$ cat config.mk
export PLATFORM = sky130hd
export DESIGN_NAME = snn_image_loader
export DESIGN_NICKNAME = d
export VERILOG_FILES = /design/src/rtl/snn_pkg.sv /design/src/rtl/snn_byte_unpacker.sv /design/src/rtl/snn_image_loader.sv
export SDC_FILE = /design/constraint.sdc
export NUM_CORES = 1
export LEC_CHECK = 0
export CAP_MARGIN = 20
export CORE_UTILIZATION = 53
export DETAILED_ROUTE_END_ITERATION = 10
export PLACE_DENSITY = 0.94
export RECOVER_POWER = 50
export REMOVE_ABC_BUFFERS = 1
export SYNTH_ARGS = -nofsm -noshare
export SYNTH_HDL_FRONTEND = slang
export SYNTH_SLANG_ARGS = --single-unit
export TNS_END_PERCENT = 10
$ cat constraint.sdc
create_clock -name clk -period 3.3 [get_ports clk]
set_clock_uncertainty 0.2 [all_clocks]
set_input_delay 0.66 -clock clk [delete_from_list [all_inputs] [get_ports clk]]
set_output_delay 0.66 -clock clk [all_outputs]
set_load 0.005 [all_outputs]
$ cat src/rtl/snn_pkg.sv
// Shared types and constants for the SNN input-unit image loader.
package snn_pkg;

   localparam int         NUM_INPUT_UNITS = 784;
   localparam int         IMG_BYTES       = NUM_INPUT_UNITS / 8;
   localparam logic [7:0] ASCII_ZERO      = 8'h30;

   typedef enum logic [2:0] {
      ST_RECV,
      ST_UNPACK,
      ST_START_CORE,
      ST_WAIT_CORE,
      ST_SEND
   } loader_state_e;

endpackage

$ cat src/rtl/snn_byte_unpacker.sv
// One-byte holding register in front of an LSB-first shift register and
// bit counter; streams a captured byte out as eight single bits.
module snn_byte_unpacker (
   input  logic       clk,
   input  logic       rst_n,
   input  logic       rx_rdy,
   input  logic [7:0] rx_data,
   input  logic       load,
   input  logic       shift_en,
   output logic       full,
   output logic [2:0] bit_cnt,
   output logic       bit_out,
   output logic       done_byte,
   output logic       overrun
);

   logic [7:0] hold_q, hold_d;
   logic       full_q, full_d;
   logic [7:0] shift_q, shift_d;
   logic [2:0] bit_cnt_q, bit_cnt_d;
   logic       overrun_q, overrun_d;

   always_comb begin
      hold_d    = hold_q;
      full_d    = full_q;
      shift_d   = shift_q;
      bit_cnt_d = bit_cnt_q;
      overrun_d = overrun_q;

      // Emptying on load happens first so a byte arriving in the same cycle is kept.
      if (load) begin
         full_d    = 1'b0;
         shift_d   = hold_q;
         bit_cnt_d = 3'd0;
      end else if (shift_en) begin
         shift_d   = {1'b0, shift_q[7:1]};
         bit_cnt_d = bit_cnt_q + 3'd1;
      end

      if (rx_rdy) begin
         if (!full_d) begin
            full_d = 1'b1;
            hold_d = rx_data;
         end else begin
            overrun_d = 1'b1;
         end
      end
   end

   always_ff @(posedge clk or negedge rst_n) begin
      if (!rst_n) begin
         hold_q    <= 8'd0;
         full_q    <= 1'b0;
         shift_q   <= 8'd0;
         bit_cnt_q <= 3'd0;
         overrun_q <= 1'b0;
      end else begin
         hold_q    <= hold_d;
         full_q    <= full_d;
         shift_q   <= shift_d;
         bit_cnt_q <= bit_cnt_d;
         overrun_q <= overrun_d;
      end
   end

   assign full      = full_q;
   assign bit_cnt   = bit_cnt_q;
   assign bit_out   = shift_q[0];
   assign done_byte = shift_en && (bit_cnt_q == 3'd7);
   assign overrun   = overrun_q;

endmodule

$ cat src/rtl/snn_image_loader.sv
// Unpacks UART image bytes into the 1-bit input-unit RAM, kicks the SNN core
// and returns the classified digit as one ASCII byte.
//
// state         | meaning
// --------------+-----------------------------------------------------
// ST_RECV       | idle, waiting for the holding register to fill
// ST_UNPACK     | 8 cycles, one RAM write per pixel bit
// ST_START_CORE | one-cycle core_start pulse, byte counter cleared
// ST_WAIT_CORE  | waiting for core_done, latch the digit
// ST_SEND       | issue tx_start once the transmitter is free
module snn_image_loader
   import snn_pkg::*;
#(
   parameter int         NUM_BITS   = NUM_INPUT_UNITS,
   parameter logic [7:0] ASCII_BASE = ASCII_ZERO
) (
   input  logic       clk,
   input  logic       rst_n,
   input  logic       rx_rdy,
   input  logic [7:0] rx_data,
   output logic       ram_we,
   output logic [9:0] ram_addr,
   output logic       ram_d,
   output logic       core_start,
   input  logic       core_done,
   input  logic [3:0] core_digit,
   input  logic       tx_busy,
   output logic       tx_start,
   output logic [7:0] tx_data,
   output logic [3:0] digit,
   output logic       digit_vld,
   output logic       overrun
);

   localparam logic [6:0] LAST_BYTE = 7'(NUM_BITS / 8 - 1);

   loader_state_e state_q, state_d;
   logic [6:0]    byte_cnt_q, byte_cnt_d;
   logic [3:0]    digit_q, digit_d;
   logic          digit_vld_q, digit_vld_d;
   logic [7:0]    tx_data_q, tx_data_d;

   logic       load, shift_en, full, bit_out, done_byte;
   logic [2:0] bit_cnt;

   snn_byte_unpacker u_unpacker (
      .clk       (clk),
      .rst_n     (rst_n),
      .rx_rdy    (rx_rdy),
      .rx_data   (rx_data),
      .load      (load),
      .shift_en  (shift_en),
      .full      (full),
      .bit_cnt   (bit_cnt),
      .bit_out   (bit_out),
      .done_byte (done_byte),
      .overrun   (overrun)
   );

   always_comb begin
      state_d     = state_q;
      byte_cnt_d  = byte_cnt_q;
      digit_d     = digit_q;
      digit_vld_d = digit_vld_q;
      tx_data_d   = tx_data_q;
      load        = 1'b0;
      shift_en    = 1'b0;
      ram_we      = 1'b0;
      core_start  = 1'b0;
      tx_start    = 1'b0;

      case (state_q)
         ST_RECV: begin
            if (full) begin
               load    = 1'b1;
               state_d = ST_UNPACK;
            end
         end
         ST_UNPACK: begin
            shift_en = 1'b1;
            ram_we   = 1'b1;
            if (done_byte) begin
               byte_cnt_d = byte_cnt_q + 7'd1;
               state_d    = (byte_cnt_q == LAST_BYTE) ? ST_START_CORE : ST_RECV;
            end
         end
         ST_START_CORE: begin
            core_start = 1'b1;
            byte_cnt_d = 7'd0;
            state_d    = ST_WAIT_CORE;
         end
         ST_WAIT_CORE: begin
            if (core_done) begin
               digit_d     = core_digit;
               digit_vld_d = 1'b1;
               tx_data_d   = ASCII_BASE + {4'd0, core_digit};
               state_d     = ST_SEND;
            end
         end
         ST_SEND: begin
            if (!tx_busy) begin
               tx_start = 1'b1;
               state_d  = ST_RECV;
            end
         end
         default: state_d = ST_RECV;
      endcase
   end

   always_ff @(posedge clk or negedge rst_n) begin
      if (!rst_n) begin
         state_q     <= ST_RECV;
         byte_cnt_q  <= 7'd0;
         digit_q     <= 4'd0;
         digit_vld_q <= 1'b0;
         tx_data_q   <= 8'd0;
      end else begin
         state_q     <= state_d;
         byte_cnt_q  <= byte_cnt_d;
         digit_q     <= digit_d;
         digit_vld_q <= digit_vld_d;
         tx_data_q   <= tx_data_d;
      end
   end

   assign ram_addr  = {byte_cnt_q, bit_cnt};
   assign ram_d     = bit_out;
   assign digit     = digit_q;
   assign digit_vld = digit_vld_q;
   assign tx_data   = tx_data_q;

endmodule

Word-level counts from Yosys, hierarchy flattened

Index checks and enable logic that the tools add are counted.

Flip-flop bits (word level): 44
Output and inout port bits: 28
Word-level logic and storage cells: 53
Input bits: 17

Add/sub/neg operators: 3
Reduce and logical (&&, ||, !) cells: 9
Muxes and demuxes: 20
Bitwise gates (word level): 1
Eq/ne operators: 10

Operator list:

| operator            | number |
|---|---|
| $mux 3              | 6 |
| $mux 8              | 2 |
| $pmux 3 s5          | 1 |
| $pmux 7 s2          | 1 |
| $mux 1              | 8 |
| $reduce_and 2->1    | 4 |
| $add 6x4->7 const A | 1 |
| $add 7x1->7 const B | 1 |
| $eq 7x7->1 const B  | 1 |
| $mux 7              | 1 |
| $eq 3x2->1 const B  | 2 |
| $eq 3x3->1 const B  | 2 |
| $ne 2x2->1 const B  | 3 |
| $reduce_and 4->1    | 1 |
| $reduce_bool 2->1   | 2 |
| $add 3x1->3 const B | 1 |
| $eq 3x1->1 const B  | 1 |
| $logic_not 3->1     | 1 |
| $mux 2              | 1 |
| $ne 2x1->1 const B  | 1 |
| $logic_and 1x1->1   | 1 |
| $not 1->1           | 1 |

Logic depth before layout (Yosys ltp)

Gate-level depths: netlist of run 1.

Word-level depth: 5
Gate-level depth with buffers: 5
Gate-level depth less buffers: 5

Modules after synthesis

Synthesis of run 1 repeated with hierarchy kept, for this count alone.

Cells, all modules: 149
Area, all modules: 1,747.9 um^2

Modules (own cells, without submodules):

| module            | area an instance (um^2) | sequential area each (um^2) | times used | cells each |
|---|---|---|---|---|
| snn_byte_unpacker | 924.6                   | 525.5                       | 1          | 70 |
| snn_image_loader  | 823.3                   | 375.4                       | 1          | 79 |

Worst setup path after synthesis of run 1

Ideal clock, no wire load.

Kind: register to output
From: register state_q[2]
To: output port tx_start
Stages on the path, launching flop included: 4
Setup slack: 1.394 ns
Arrival time: 1.046 ns
Buffers on the path: 2
Data required time: 2.440 ns
Cells stage by stage: dfrtp_1 -> buf_6 -> clkbuf_1 -> nor4b_1

Cells in the longest elaborated chain, start to end: 2

Ends and longest elaborated chain:

| item                   | line                    | RTL |
|---|---|---|
| from (decl)            | snn_image_loader.sv:37  | `loader_state_e state_q, state_d;` |
| from (signal assigned) | snn_image_loader.sv:118 | `state_q <= state_d;` |
| $eq 3x3->1             | snn_image_loader.sv:72  | `case (state_q)` |
| $mux 1                 | snn_image_loader.sv:72  |  |
| to (decl)              | snn_image_loader.sv:28  | `output logic tx_start,` |

No other way between the ends.

Worst setup path after layout of run 1

From: register state_q[1]
To: output port core_start

Cells in the longest elaborated chain, start to end: 2

Ends and longest elaborated chain:

| item       | line                   | RTL |
|---|---|---|
| $eq 3x2->1 | snn_image_loader.sv:72 |  |
| $mux 1     | snn_image_loader.sv:72 |  |
| to (decl)  | snn_image_loader.sv:24 | `output logic core_start,` |

No other way between the ends.

==> results of run 1 <==
Yosys cell counts (all sizes together), types with 2 or more instances:
| master | count |
|---|---|
| nor2 | 3 |
| or3 | 2 |
| nor4b | 2 |
| nor3b | 3 |
| mux2 | 14 |
| nand2b | 4 |
| dfrtp | 36 |
| a2bb2oi | 2 |
| buf | 15 |
| nand2 | 14 |
| nand3 | 3 |
| o31ai | 4 |
| ha | 4 |
| mux2i | 7 |
| or4 | 3 |
| nor3 | 3 |
| inv | 6 |
| o21ai | 8 |
| nand3b | 3 |
| o22ai | 3 |
| a221o | 2 |
| a21oi | 6 |
worst max-delay path, cell delays in order, from the launching register on:
cell and delay [ns]:
dfrtp_1 0.68, inv_1 0.19, nor3_2 0.31, clkdlybuf4s50_1 0.57
cell families (layout without fill, tap and decap cells):
kind of cell,count (synthesis),count (layout),synth area share [%]
simple gates,43,43,16.0
flops,36,36,49.0
compound gates,29,29,11.0
buf+inv,22,58,7.48
mux,21,21,13.2
fa+ha+maj,4,4,2.72
other cells,1,2,0.204
xor+xnor,1,1,0.476
power groups by stage:
stage	registers, mW	clock network (mW)	logic (mW)
floorplan	0.682	0	0.353
detailed placement	0.709	0	0.581
CTS	0.701	0.222	0.587
global placement	0.696	0	0.544
finish	0.697	0.216	0.572
global route	0.713	0.242	0.634
stage by stage:
step / power [mW] / utilization (%)
2_1_floorplan: 1.04 / -
3_3_place_gp: 1.24 / 66.8
3_5_place_dp: 1.29 / 66.8
4_1_cts: 1.51 / 68.2
5_1_grt: 1.59 / 67.6
6_report: 1.48 / 67.6
how the worst max path moves through the flow:
stage / startpoint / end / slack [ns] / depth (start not counted)
after global placement: tx_busy / tx_start / 0.50 / 3
after CTS: state_q[1]$_DFFE_PN0P_ / core_start / 0.29 / 3
final: state_q[1]$_DFFE_PN0P_ / core_start / 0.34 / 3
after floorplan: state_q[0]$_DFFE_PN0P_ / ram_we / 1.13 / 1
after detailed placement: tx_busy / tx_start / 0.54 / 3
after global routing: rst_n / u_unpacker.hold_q[5]$_DFFE_PN0P_ / 0.21 / 2
flip-flops by register name, indices dropped and copies added (netlist names):
| name | cells |
|---|---|
| state_q | 3 |
| u_unpacker.bit_cnt | 3 |
| byte_cnt_q | 7 |
| u_unpacker.overrun | 1 |
| u_unpacker.hold_q | 8 |
| digit | 3 |
| u_unpacker.full | 1 |
| u_unpacker.shift_q | 8 |
| tx_data | 2 |
layer usage:
layer / wire [µm] / part of all wire [%] / track usage (%)
met1: 1540 / 41 / 25.6
met2: 1970 / 52 / 40.0
met3: 117 / 3.1 / 4.69
met4: 136 / 3.6 / 14.0
met5: 0 / 0 / 0
cell type report:
cell class,count,area [µm²]
Tap cell,46,57.6
Inverter,6,22.5
Multi-Input combinational cell,100,788
Clock buffer,6,41.3
Sequential cell,36,901
Clock inverter,1,5.00
Fill cell,255,1080
Timing Repair Buffer,45,439
==> metrics.txt, run 1 <==
Routed WL 3760 µm; post-CTS sizing 0; Placed Area 2230 µm²; IO Count 45; CTS buffer count 5; vias in the first global route 1325; FF-to-FF End u_unpacker.hold_q[2]$_DFFE_PN0P_; Reg clk slew, reported paths 0.10 ns; post-synthesis cell area 1840 µm²; peak supply drop 0.414 mV; WL/cell 15.7 µm; Die W 60.9 µm; RSZ-0062 raised after global routing no; Register-to-Register Path Depth 3; RR Startpoint state_q[2]$_DFFE_PN0P_; via/cell ratio 5.52; post-DP HPWL 2760 µm; first-pass GRT wire length 5970 µm; Sw Ratio 34.3%; setup bufs post-CTS 0; CP arrival 2.10 ns; R2R Setup Slk 1.13 ns; non-filler cells, final 240; DR vias 1324; row cnt 21; hold path start u_unpacker.hold_q[6]$_DFFE_PN0P_; nets@finish 215; Power Dens Cells 658 nW/µm²; initial antenna violation count 0; largest net degree at the start of global routing 37; Die Area 3710 µm²; Mapped Avg Cell Area 11.7 µm²; Static Leak 0.992 nW; Synth area leaders dfrtp_1 49%, buf_4 4.9%, mux2_1 4.9%; final setup violation count 0; drt first pass iters 4; GRT overflow 0; # DRC 0; Slew HR -26.6%; clock power share 14.5%; Port-buffer cells 42; CTS tree built; Fin Hold WS 0.294 ns; Ys Warns 0; Final period util 89.6%; worst hold path class register to register; violated checks capacitance limit, slew limit; Synth top area share 49.0%; Worst setup EP type output port; most common cell after layout, fill and taps aside clkdlybuf4s50_1; Logic pwr share 38.5%; most frequent cells in the layout 41 x clkdlybuf4s50_1, 36 x dfrtp_1, 14 x nand2_1, 8 x mux2_1, 7 x mux2i_1; dominant cell type by area after synthesis dfrtp_1; synthesized instance count 157; die height 60.9 µm; DP Cell Count 233; Final WS setup 0.343 ns; H-tree depth 2; routability congestion estimate 0.876; share of cells above drive strength 1 9.28%; core box area 3340 µm²; Synth Register Bits 36; status complete, but fails checks; clock sink count 36; clock buffer depth 2; WHS Endpoint u_unpacker.shift_q[6]$_DFFE_PN0P_; Yosys cell types 43; number of synthesized flops with an enable pin 0; starting DRC count in detailed routing 54; Setup CP Type register to output port; clk_lat worst skew 0.34 ns; Worst-Margin Slew 1.90 ns; Internal Pwr Total 975 µW; top_reg_cell synth dfrtp_1; number of cells on the worst hold path 2; Root Driver clkbuf_4; GRT Total Usage 22.9%; worst-path maximum fanout 13; Post-synth ARST share 100%; sequential area share after synthesis 49.0%; Startpoint Class register; Routed Antenna Nets 0; pre-CTS setup slack 0.542 ns; area grow syn2layout 22.6%; fmax 0.338 GHz; P_sw 509 µW; sequential share of power 47.0%; Finished Cell Area 2250 µm²; critical path required time 2.44 ns; # hold bufs at CTS 0; Max Cap Violations 1; # diodes 0; setup TNS after final layout 0 ns; Max Slew Vio Count 37; Final min period 2.96 ns; final hold vios 0; Starting Density 55.1%
Power figures use the tool's default switching activity.
==> run 2, diff against run 1 <==
--- a/config.mk
+++ b/config.mk
@@ -7,6 +7,7 @@
 export LEC_CHECK = 0
 export CAP_MARGIN = 20
 export CORE_UTILIZATION = 53
+export CTS_BUF_LIST = sky130_fd_sc_hd__clkbuf_16
 export DETAILED_ROUTE_END_ITERATION = 10
 export PLACE_DENSITY = 0.94
 export RECOVER_POWER = 50
==> metrics.txt, run 2 (same netlist as run 1, synthesis figures left out) <==
row cnt 21; met1 GRT Util 26.4%; worst-path maximum fanout 13; Max Slew Vio Count 37; WL/cell 15.8 µm; Die Area 3710 µm²; # diodes 0; R2R Setup Slk 1.16 ns; WHS Endpoint u_unpacker.shift_q[3]$_DFFE_PN0P_; Root Driver clkbuf_16; violated checks capacitance limit, slew limit; DR vias 1337; Buf/Inv on CP 2; sequential share of power 41.3%; routability congestion estimate 0.876; CTS buffer count 5; Worst setup EP type output port; worst hold path class register to register; P_sw 531 µW; share of cells above drive strength 1 9.79%; clock power share 25.3%; CTS tree built; Register-to-Register Path Depth 3; # hold bufs at CTS 0; core box area 3340 µm²; GR peak layer met2; Port-buffer cells 42; Logic pwr share 33.4%; setup TNS after final layout 0 ns; RSZ-0062 raised after global routing no; clk_lat worst skew 0.28 ns; post-DP HPWL 2760 µm; number of cells on the worst hold path 2; die height 60.9 µm; GR Layer Usage met2 39.4%; peak supply drop 0.528 mV; biggest regs u_unpacker.hold_q: 8 flops, u_unpacker.shift_q: 8 flops, byte_cnt_q: 7 flops; setup bufs post-CTS 0; most frequent cells in the layout 41 x clkdlybuf4s50_1, 36 x dfrtp_1, 14 x nand2_1, 8 x mux2_1, 7 x mux2i_1; kind of cell adding the most delay to the critical path buffers and inverters; post-CTS sizing 0; drt first pass iters 4; clock sink count 36; # DRC 0; status complete, but fails checks; RR Startpoint state_q[0]$_DFFE_PN0P_; CP peak stage delay 0.65 ns; starting DRC count in detailed routing 36; Setup CP Type register to output port; Routed Antenna Nets 0; Slowest-stage cell, CP dfrtp_1; Reg clk slew, reported paths 0.05 ns; clock buffer depth 2; nets@finish 215; initial antenna violation count 0; hold path start u_unpacker.hold_q[3]$_DFFE_PN0P_; Finished Cell Area 2340 µm²; Placed Area 2230 µm²; FF-to-FF End u_unpacker.hold_q[2]$_DFFE_PN0P_; vias in the first global route 1322; Starting Density 55.1%; GRT overflow 0; Final min period 2.89 ns; first-pass GRT wire length 5950 µm; via/cell ratio 5.57; post-layout util 70.2%; fmax 0.346 GHz; Static Leak 1.03 nW; final setup violation count 0; area grow syn2layout 27.3%; M3 GR Usage 6.61%; Slew HR -27.1%; Startpoint Class register; CP arrival 2.03 ns; Fin Hold WS 0.283 ns; H-tree depth 2; Routed WL 3800 µm; final hold vios 0; IO Count 45; critical path cell sequence inv_1 -> nor3_2 -> clkdlybuf4s50_1; Internal Pwr Total 1.17 mW; Max Cap Violations 1; Power Dens Cells 726 nW/µm²; Die W 60.9 µm; Final period util 87.5%; most common cell after layout, fill and taps aside clkdlybuf4s50_1; GRT Total Usage 23.0%; Worst-Margin Slew 1.91 ns; Sw Ratio 31.3%; largest net degree at the start of global routing 37; critical path required time 2.44 ns
run 2: worst max-delay path by stage:
stage | startpoint | to | slack (ns) | depth (start not counted)
2_1_floorplan | state_q[0]$_DFFE_PN0P_ | ram_we | 1.13 | 1
3_3_place_gp | tx_busy | tx_start | 0.50 | 3
3_5_place_dp | tx_busy | tx_start | 0.54 | 3
4_1_cts | state_q[1]$_DFFE_PN0P_ | core_start | 0.38 | 3
5_1_grt | rst_n | tx_data[4]$_DFFE_PN0P_ | 0.16 | 2
6_report | state_q[1]$_DFFE_PN0P_ | core_start | 0.41 | 3
run 2: metrics by stage:
| step | std cells | worst slack [ns] | total power, mW |
|---|---|---|---|
| after floorplan | 142 | 1.13 | 1.04 |
| after global placement | 233 | 0.505 | 1.24 |
| after detailed placement | 233 | 0.542 | 1.29 |
| after CTS | 240 | 0.383 | 1.73 |
| after global routing | 240 | 0.156 | 1.81 |
| final | 240 | 0.411 | 1.70 |
run 2: layout make-up:
type / instances / area (µm²)
Multi-Input combinational cell: 100 / 788
Clock inverter: 2 / 8.76
Tap cell: 46 / 57.6
Sequential cell: 36 / 901
Inverter: 6 / 22.5
Timing Repair Buffer: 45 / 439
Fill cell: 238 / 995
Clock buffer: 5 / 125
run 2: tightest hold or removal path: cells and delay by family (launching register included):
kind / cells / cell delay [ns]
flops: 1 / 0.33
compound gates: 1 / 0.06
simple gates: 1 / 0.05
run 2: metal layers:
layer  up-vias  part of all wire [%]
met1       668                    41
met5         -                     0
met3         7                   3.6
met4         0                   2.3
li1        625                     -
met2        37                    53
run 2: power groups by stage:
stage	clock, mW	combinational (mW)	sequential [mW]
after floorplan	0	0.353	0.682
after global routing	0.461	0.631	0.718
after CTS	0.441	0.583	0.705
after global placement	0	0.544	0.696
final	0.430	0.567	0.703
after detailed placement	0	0.581	0.709
